## config.mk

```make
export PLATFORM = sky130hd
export DESIGN_NAME = div_result_fifo
export DESIGN_NICKNAME = d
export VERILOG_FILES = /design/src/rtl/div_result_fifo.sv
export SDC_FILE = /design/constraint.sdc
export NUM_CORES = 1
export LEC_CHECK = 0
export ABC_AREA = 1
export BUFFER_PORTS_ARGS = -buffer_cell sky130_fd_sc_hd__buf_2
export CORE_ASPECT_RATIO = 1.25
export CORE_MARGIN = 4
export CORE_UTILIZATION = 32
export DETAILED_ROUTE_END_ITERATION = 10
export PLACE_DENSITY_LB_ADDON = 0.15
export SYNTH_ARGS = -nofsm -noshare
export SYNTH_HDL_FRONTEND = slang
export SYNTH_SLANG_ARGS = --single-unit
```

## constraint.sdc

```tcl
create_clock -name clk -period 7.9 [get_ports clk]
set_input_delay 0.395 -clock clk [delete_from_list [all_inputs] [get_ports clk]]
set_output_delay 0.395 -clock clk [all_outputs]
set_load 0.005 [all_outputs]
```

## src/rtl/div_result_fifo.sv

```systemverilog
// -----------------------------------------------------------------------------
// div_result_fifo
//
// Purpose:
//   Buffers quotient/remainder results from the unsigned divider. The divider
//   presents each result as a single-cycle pulse and cannot be stalled, so
//   results are captured into a small FIFO. The FIFO re-presents them to the
//   consumer on a first-word-fall-through ready/valid interface. It also feeds
//   an almost-full flag back to the producer. Any result that arrives with no
//   room left is dropped and flagged stickily.
//
// Optional feature:
//   Define DIV_RESULT_FIFO_DIVZERO_EN to add o_divzero. This is a per-entry
//   flag for the divider's divide-by-zero signature (quotient and remainder
//   both all-ones). It is stored as a 65th bit of each entry.
//
// Parameters:
//   DEPTH        number of result entries (power of 2, >= 2)
//   AFULL_LEVEL  o_almost_full asserts when occupancy >= AFULL_LEVEL (1..DEPTH)
//
// Ports:
//   clk             rising-edge clock
//   reset           synchronous active-high reset
//   i_valid         divider result valid (single-cycle pulse, no ready)
//   i_payload_1     quotient from divider
//   i_payload_2     remainder from divider
//   o_almost_full   occupancy >= AFULL_LEVEL
//   o_ready         consumer ready
//   o_valid         FIFO non-empty, head entry presented
//   o_payload_1     head quotient (0 while empty)
//   o_payload_2     head remainder (0 while empty)
//   o_count         current occupancy, 0..DEPTH
//   o_overflow      sticky: a result was dropped
//   i_overflow_clr  clears o_overflow (a drop in the same cycle wins)
//   o_divzero       head entry is a divide-by-zero result (optional)
// -----------------------------------------------------------------------------
module div_result_fifo #(
  parameter int DEPTH       = 8,
  parameter int AFULL_LEVEL = 6
) (
  input  logic                     clk,
  input  logic                     reset,
  input  logic                     i_valid,
  input  logic [31:0]              i_payload_1,
  input  logic [31:0]              i_payload_2,
  output logic                     o_almost_full,
  input  logic                     o_ready,
  output logic                     o_valid,
  output logic [31:0]              o_payload_1,
  output logic [31:0]              o_payload_2,
  output logic [$clog2(DEPTH):0]   o_count,
  output logic                     o_overflow,
  input  logic                     i_overflow_clr
`ifdef DIV_RESULT_FIFO_DIVZERO_EN
  ,
  output logic                     o_divzero
`endif
);

  localparam int AW = $clog2(DEPTH);
  localparam int CW = AW + 1;
`ifdef DIV_RESULT_FIFO_DIVZERO_EN
  localparam int WIDTH = 65;
`else
  localparam int WIDTH = 64;
`endif

  logic [WIDTH-1:0] r_mem [DEPTH];
  logic [AW-1:0]    r_wr_ptr;
  logic [AW-1:0]    r_rd_ptr;
  logic [CW-1:0]    r_count;
  logic             r_overflow;

  logic             w_full;
  logic             w_pop;
  logic             w_push;
  logic             w_drop;
  logic [WIDTH-1:0] w_entry;
  logic [WIDTH-1:0] w_head;

  // Full and empty are told apart by the occupancy counter. The pointers
  // alone are equal in both states.
  assign w_full = (r_count == CW'(DEPTH));
  assign w_pop  = o_valid && o_ready;
  // When full, a push is still accepted if the same edge pops, because the
  // pop frees the slot being written.
  assign w_push = i_valid && (!w_full || w_pop);
  assign w_drop = i_valid && w_full && !w_pop;

`ifdef DIV_RESULT_FIFO_DIVZERO_EN
  // All-ones quotient and remainder cannot occur for a nonzero divisor.
  assign w_entry = {(&{i_payload_1, i_payload_2}), i_payload_1, i_payload_2};
`else
  assign w_entry = {i_payload_1, i_payload_2};
`endif

  assign w_head = r_mem[r_rd_ptr];

  // Storage array write port. The contents are deliberately not reset.
  always_ff @(posedge clk) begin
    if (!reset && w_push) begin
      r_mem[r_wr_ptr] <= w_entry;
    end
  end

  // Pointers and occupancy counter.
  always_ff @(posedge clk) begin
    if (reset) begin
      r_wr_ptr <= {AW{1'b0}};
      r_rd_ptr <= {AW{1'b0}};
      r_count  <= {CW{1'b0}};
    end else begin
      if (w_push) begin
        r_wr_ptr <= r_wr_ptr + AW'(1);
      end
      if (w_pop) begin
        r_rd_ptr <= r_rd_ptr + AW'(1);
      end
      case ({w_push, w_pop})
        2'b10:   r_count <= r_count + CW'(1);
        2'b01:   r_count <= r_count - CW'(1);
        default: r_count <= r_count;
      endcase
    end
  end

  // Sticky overflow flag. A drop outranks a clear in the same cycle.
  always_ff @(posedge clk) begin
    if (reset) begin
      r_overflow <= 1'b0;
    end else if (w_drop) begin
      r_overflow <= 1'b1;
    end else if (i_overflow_clr) begin
      r_overflow <= 1'b0;
    end else begin
      r_overflow <= r_overflow;
    end
  end

  // Status outputs are decoded from the count register.
  // The head payload falls through from the array and is masked while empty.
  always_comb begin
    o_valid       = (r_count != {CW{1'b0}});
    o_almost_full = (r_count >= CW'(AFULL_LEVEL));
    o_count       = r_count;
    o_overflow    = r_overflow;
    if (o_valid) begin
      o_payload_1 = w_head[63:32];
      o_payload_2 = w_head[31:0];
    end else begin
      o_payload_1 = 32'd0;
      o_payload_2 = 32'd0;
    end
`ifdef DIV_RESULT_FIFO_DIVZERO_EN
    o_divzero = o_valid && w_head[64];
`endif
  end

endmodule

```

After elaboration in Yosys (flattened, before gate mapping)
Memory sizes are Yosys's and may differ from the RTL's. A register that Yosys moved wholly into a read port is not among the register bits.
Cells that the tools add are included.

operators by class
  $add $sub $neg = 4
  order comparisons = 1
  eq/ne operators = 3
  multiplexer cells = 9
  reductions and logical operators = 12

operator list
  cell                                                                   number
  32-bit two-way mux                                                     2
  4-bit case mux with 2 select lines                                     1
  3-bit by 1-bit adder with 3-bit output, second input constant          2
  3-bit two-way mux                                                      2
  1-bit logical AND                                                      5
  4-bit by 1-bit adder with 4-bit output, second input constant          1
  4-bit equality test, second input constant                             1
  4-bit by 3-bit >= comparator with 1-bit output, second input constant  1
  1-bit two-way mux                                                      4
  2-bit nonzero test                                                     2
  4-bit nonzero test                                                     1
  4-bit by 1-bit subtractor with 4-bit output, second input constant     1
  1-bit zero test                                                        3
  2-bit by 1-bit equality test with 1-bit output, second input constant  1
  2-bit equality test, second input constant                             1
  1-bit logical OR                                                       1

storage, ports and cells
  flip-flop bits (word level) = 11
  bits in writable memories = 512
  bits of input ports = 69
  output and inout bits = 71
  logic and storage cells = 34
  memories kept = 1

memory list
  name   words  bits a word  read ports  clocked after Yosys merged registers in  wr ports  RTL line  text
  r_mem  8      64           1           1                                        1         68        logic [WIDTH-1:0] r_mem [DEPTH];

Logic depth before layout (Yosys ltp)
  depth in word-level cells = 7
  gate-level depth with buffers = 13

Least setup slack after synthesis
No wires, ideal clock.

  path type = reg2reg
  start point = register r_count[2] (netlist: o_count[2])
  end point = memory r_mem[0][0], enable pin
  library setup time = 565 ps
  data arrival time = 5254 ps
  data required time = 7335 ps
  setup slack = 2081 ps
  stages on the path, launching flop included = 7
  path buffers = 0
  clock period less this slack = 5819 ps
  cells stage by stage = dfxtp_1 -> nor2_1 -> nand3_1 -> nand2_1 -> nor2_1 -> inv_1 -> nor3_1

on the way
  longest elaborated chain between the ends = 7
  elaborated cells between the ends (all ways) = 9

RTL lines
  what                                                       RTL line  text
  start: declaration                                         71        logic [CW-1:0] r_count;
  start signal: assignment                                   111       r_count <= {CW{1'b0}};
  start signal: assignment                                   120       2'b10: r_count <= r_count + CW'(1);
  start signal: assignment                                   121       2'b01: r_count <= r_count - CW'(1);
  4-bit equality test or 4-bit nonzero test (tied branches)  83, 143
  1-bit zero test or 1-bit logical AND (tied branches)       87, 84
  1-bit logical OR (*)                                       87        assign w_push = i_valid && (!w_full || w_pop);
  1-bit logical AND (*)                                      87
  1-bit logical AND (*)                                      101       if (!reset && w_push) begin
  1-bit two-way mux (*)                                      101
  1-bit two-way mux (not written as such) (*)                102       r_mem[r_wr_ptr] <= w_entry;
  end: declaration                                           68

Mark *: on every way between the ends. The rest lies on a longest branch, timed or not.

==> results.toml <==
[run_status]
run_status = "finished, final reports clean"

[final_layout]
final_nets = 1741
seqCellArea_um2 = 15700
multiInputGateArea_um2 = 4510
syn_to_final_growth_pct = 15.6
fin_cells = 2560
n_fill_cell = 6130
final_layout_size_suffix_gt1_frac = 0.144

[sta]
fmax_ghz = 0.248
relSlewSlack = 0.251
maxSlewViolCount = 0
skew_ns = 0.0133
tightest_slew_ns = 1.12
finalCriticalPeriod_ns = 4.04
setup_viol = 0
fin_crit_sh = 0.511
worst_slack_ns = 3.86
tns_ns = 0
rsz0062_at_grt = "no"
hold_violations = 0

[setup_path]
arrival_ns = 3.64
worstSetupPathType = "register to output port"
worstReg2RegStart = "o_count[2]$_SDFFE_PP0P_"
cp_max_fo = 103
r2r_end = "r_mem[6][42]$_DFFE_PP_"
end_kind = "output port"
r2r_cells = 8
start_kind = "register"
cp.required_ns = 7.51
rrSetupSlack_ns = 4.57

[placed_design]
gp_congestion = 0.716
port_buffers = 139
placed_cells = 2453
dp_slack_ns = 4.37
dp_hpwl_mm = 26.2

[logic_synthesis]
yosysWarnings = 0
syn-cell-area_um2 = 20700
ys_types = 24
syn_inst = 1551
synth_top_cells_by_count = "edfxtp_1 (512), nor2_1 (401), o21ai_0 (271)"
syn_nets = 1623
synth_top_area_cell = "edfxtp_1"
yosysTopAreaCellShare = 0.743
ys_seq_elements = 526
synth_edf_count = 512
yosysMostFrequentCell = "edfxtp_1"
synth-seq-area-share = 0.757
synth-async-reset-ratio = 0
avgSynthCellArea_um2 = 13.3
synth.area.top_cells = "edfxtp_1 (74%), nor2_1 (7.3%), o21ai_0 (6.6%)"
synth_ff_type = "edfxtp_1"

[drt]
drt-initial-drc-count = 934
routedWlPerCell_um = 20.5
ant_nets = 0
via_per_inst = 4.85
vias = 12423
drc = 0
routed_wl_mm = 52.4
drt-pass1-iter-count = 5

[pwr]
power_leakage_nw = 7.98
powerDensity_nw_per_um2 = 290
ir_drop_v = 0.000168
p_switching_mw = 1.92
seqPwrFrac = 0.459
p_int_mw = 5.01
p_total_mw = 6.93
switching_share = 0.277
power.share.clock = 0.362
power_frac_comb = 0.179

[grt]
grt_overflow = 0
grt_first_pass_wirelength_mm = 78.6
antenna_found_initial = 10
grt_usage = 0.148
grt_max_degree = 217
grt_pass1_vias = 12548

[clocking]
htreeDepth = 2
path_clk_slew_ns = 0.06
cts-root-buf = "clkbuf_16"
cts_tree = "yes"
cts.sinks = 526
clkLatencyLatePin_ns = 0.59
tritoncts.num_buffers = 53
cts_buffer_depth = 3
post_cts_buffers = 0

[floorplan]
num_io_pins = 140
num_rows = 103
fp.dieW_um = 235
core_um2 = 63700
initial_core_util = 0.325
floorplan.die_area_um2 = 68800
die_h_um = 292

[min_path]
hp-start = "i_overflow_clr"
holdPathStages = 4
worstHoldEndpoint = "o_overflow$_SDFFE_PP0P_"
holdCritPathClass = "input pin to register"

[flow_run]
cap_violations = 0
## cell type report
cell class / count / share of cell area
Antenna cell: 6 / 0.000628
Clock buffer: 69 / 0.0597
Clock inverter: 31 / 0.0124
Inverter: 17 / 0.00288
Multi-Input combinational cell: 911 / 0.189
Sequential cell: 526 / 0.655
Tap cell: 840 / 0.0439
Timing Repair Buffer: 160 / 0.0368
## worst max-delay path by stage
stage	startpoint	endpoint	slack (ns)	depth (start not counted)
6_report	register	o_payload_2[22]	3.86	7
4_1_cts	register	o_payload_2[22]	3.73	7
5_1_grt	register	o_payload_2[22]	3.53	7
3_5_place_dp	register	o_payload_2[22]	4.37	7
3_3_place_gp	register	o_payload_2[26]	4.38	7
2_1_floorplan	o_count[2]$_SDFFE_PP0P_	r_mem[0][0]$_DFFE_PP_	2.08	6
## logic make-up (layout without fill, tap and decap cells)
group	Yosys count	in the layout	share of synthesized area
compound gates	402	402	0.101
flops	526	526	0.757
buf+inv	114	277	0.0279
simple gates	442	442	0.0815
other cells	0	6	0
mux	64	64	0.0310
fa+ha+maj	3	3	0.00181
## per-stage QoR
stage	hold slack, ns	util	cell area, um2
floorplan	0.433	-	20700
global placement	0.445	0.348	22200
detailed placement	0.453	0.348	22200
CTS	0.0191	0.375	23900
global route	0.0558	0.375	23900
finish	0.0545	0.376	23900
## routing by layer
| metal | wire, um | vias up | track usage |
|---|---|---|---|
| li1 | - | 5942 | - |
| met1 | 22900 | 6206 | 0.189 |
| met2 | 26300 | 202 | 0.259 |
| met3 | 2220 | 67 | 0.0306 |
| met4 | 955 | 6 | 0.0355 |
| met5 | 40 | - | 0 |
## power groups by stage
stage                     combinational (mW)  clock (mW)  sequential [mW]
final                                   1.24        2.51             3.18
after global routing                    1.41        2.70             3.19
after CTS                               1.28        2.58             3.18
after detailed placement                1.27           0             3.24
after global placement                  1.27           0             3.24
after floorplan                        0.826           0             3.21
## layout by cell type (no fill, tap or decap), drive strengths merged
cell,n
a21oi,8
buf,159
bufinv,6
clkbuf,69
clkinv,24
dfxtp,14
diode,6
dlygate4sd3,1
edfxtp,512
ha,3
inv,18
mux2i,64
nand2,26
nand3,5
nand4,4
nor2,401
nor3,5
nor3b,1
o21ai,330
o22ai,64
## state kept, by name, summed over array words and instances (netlist names), named ones only
| register | flops |
|---|---|
| r_mem | 512 |
| r_rd_ptr | 3 |
| r_wr_ptr | 3 |
| o_count | 4 |
| o_overflow | 1 |
## timing repair
item	4_1_cts	5_1_grt
hold buffers	1	0
endpoints found under the hold margin	2	0
resized for setup	0	0
## critical path, cell delays in order (launching register included)
cell	delay (ns)
dfxtp_4	0.52
inv_6	0.70
buf_4	0.90
o21ai_0	0.23
o21ai_1	0.11
o21ai_0	0.08
nor2_1	0.27
buf_2	0.17
No activity file was read; power rests on OpenSTA's default activity.
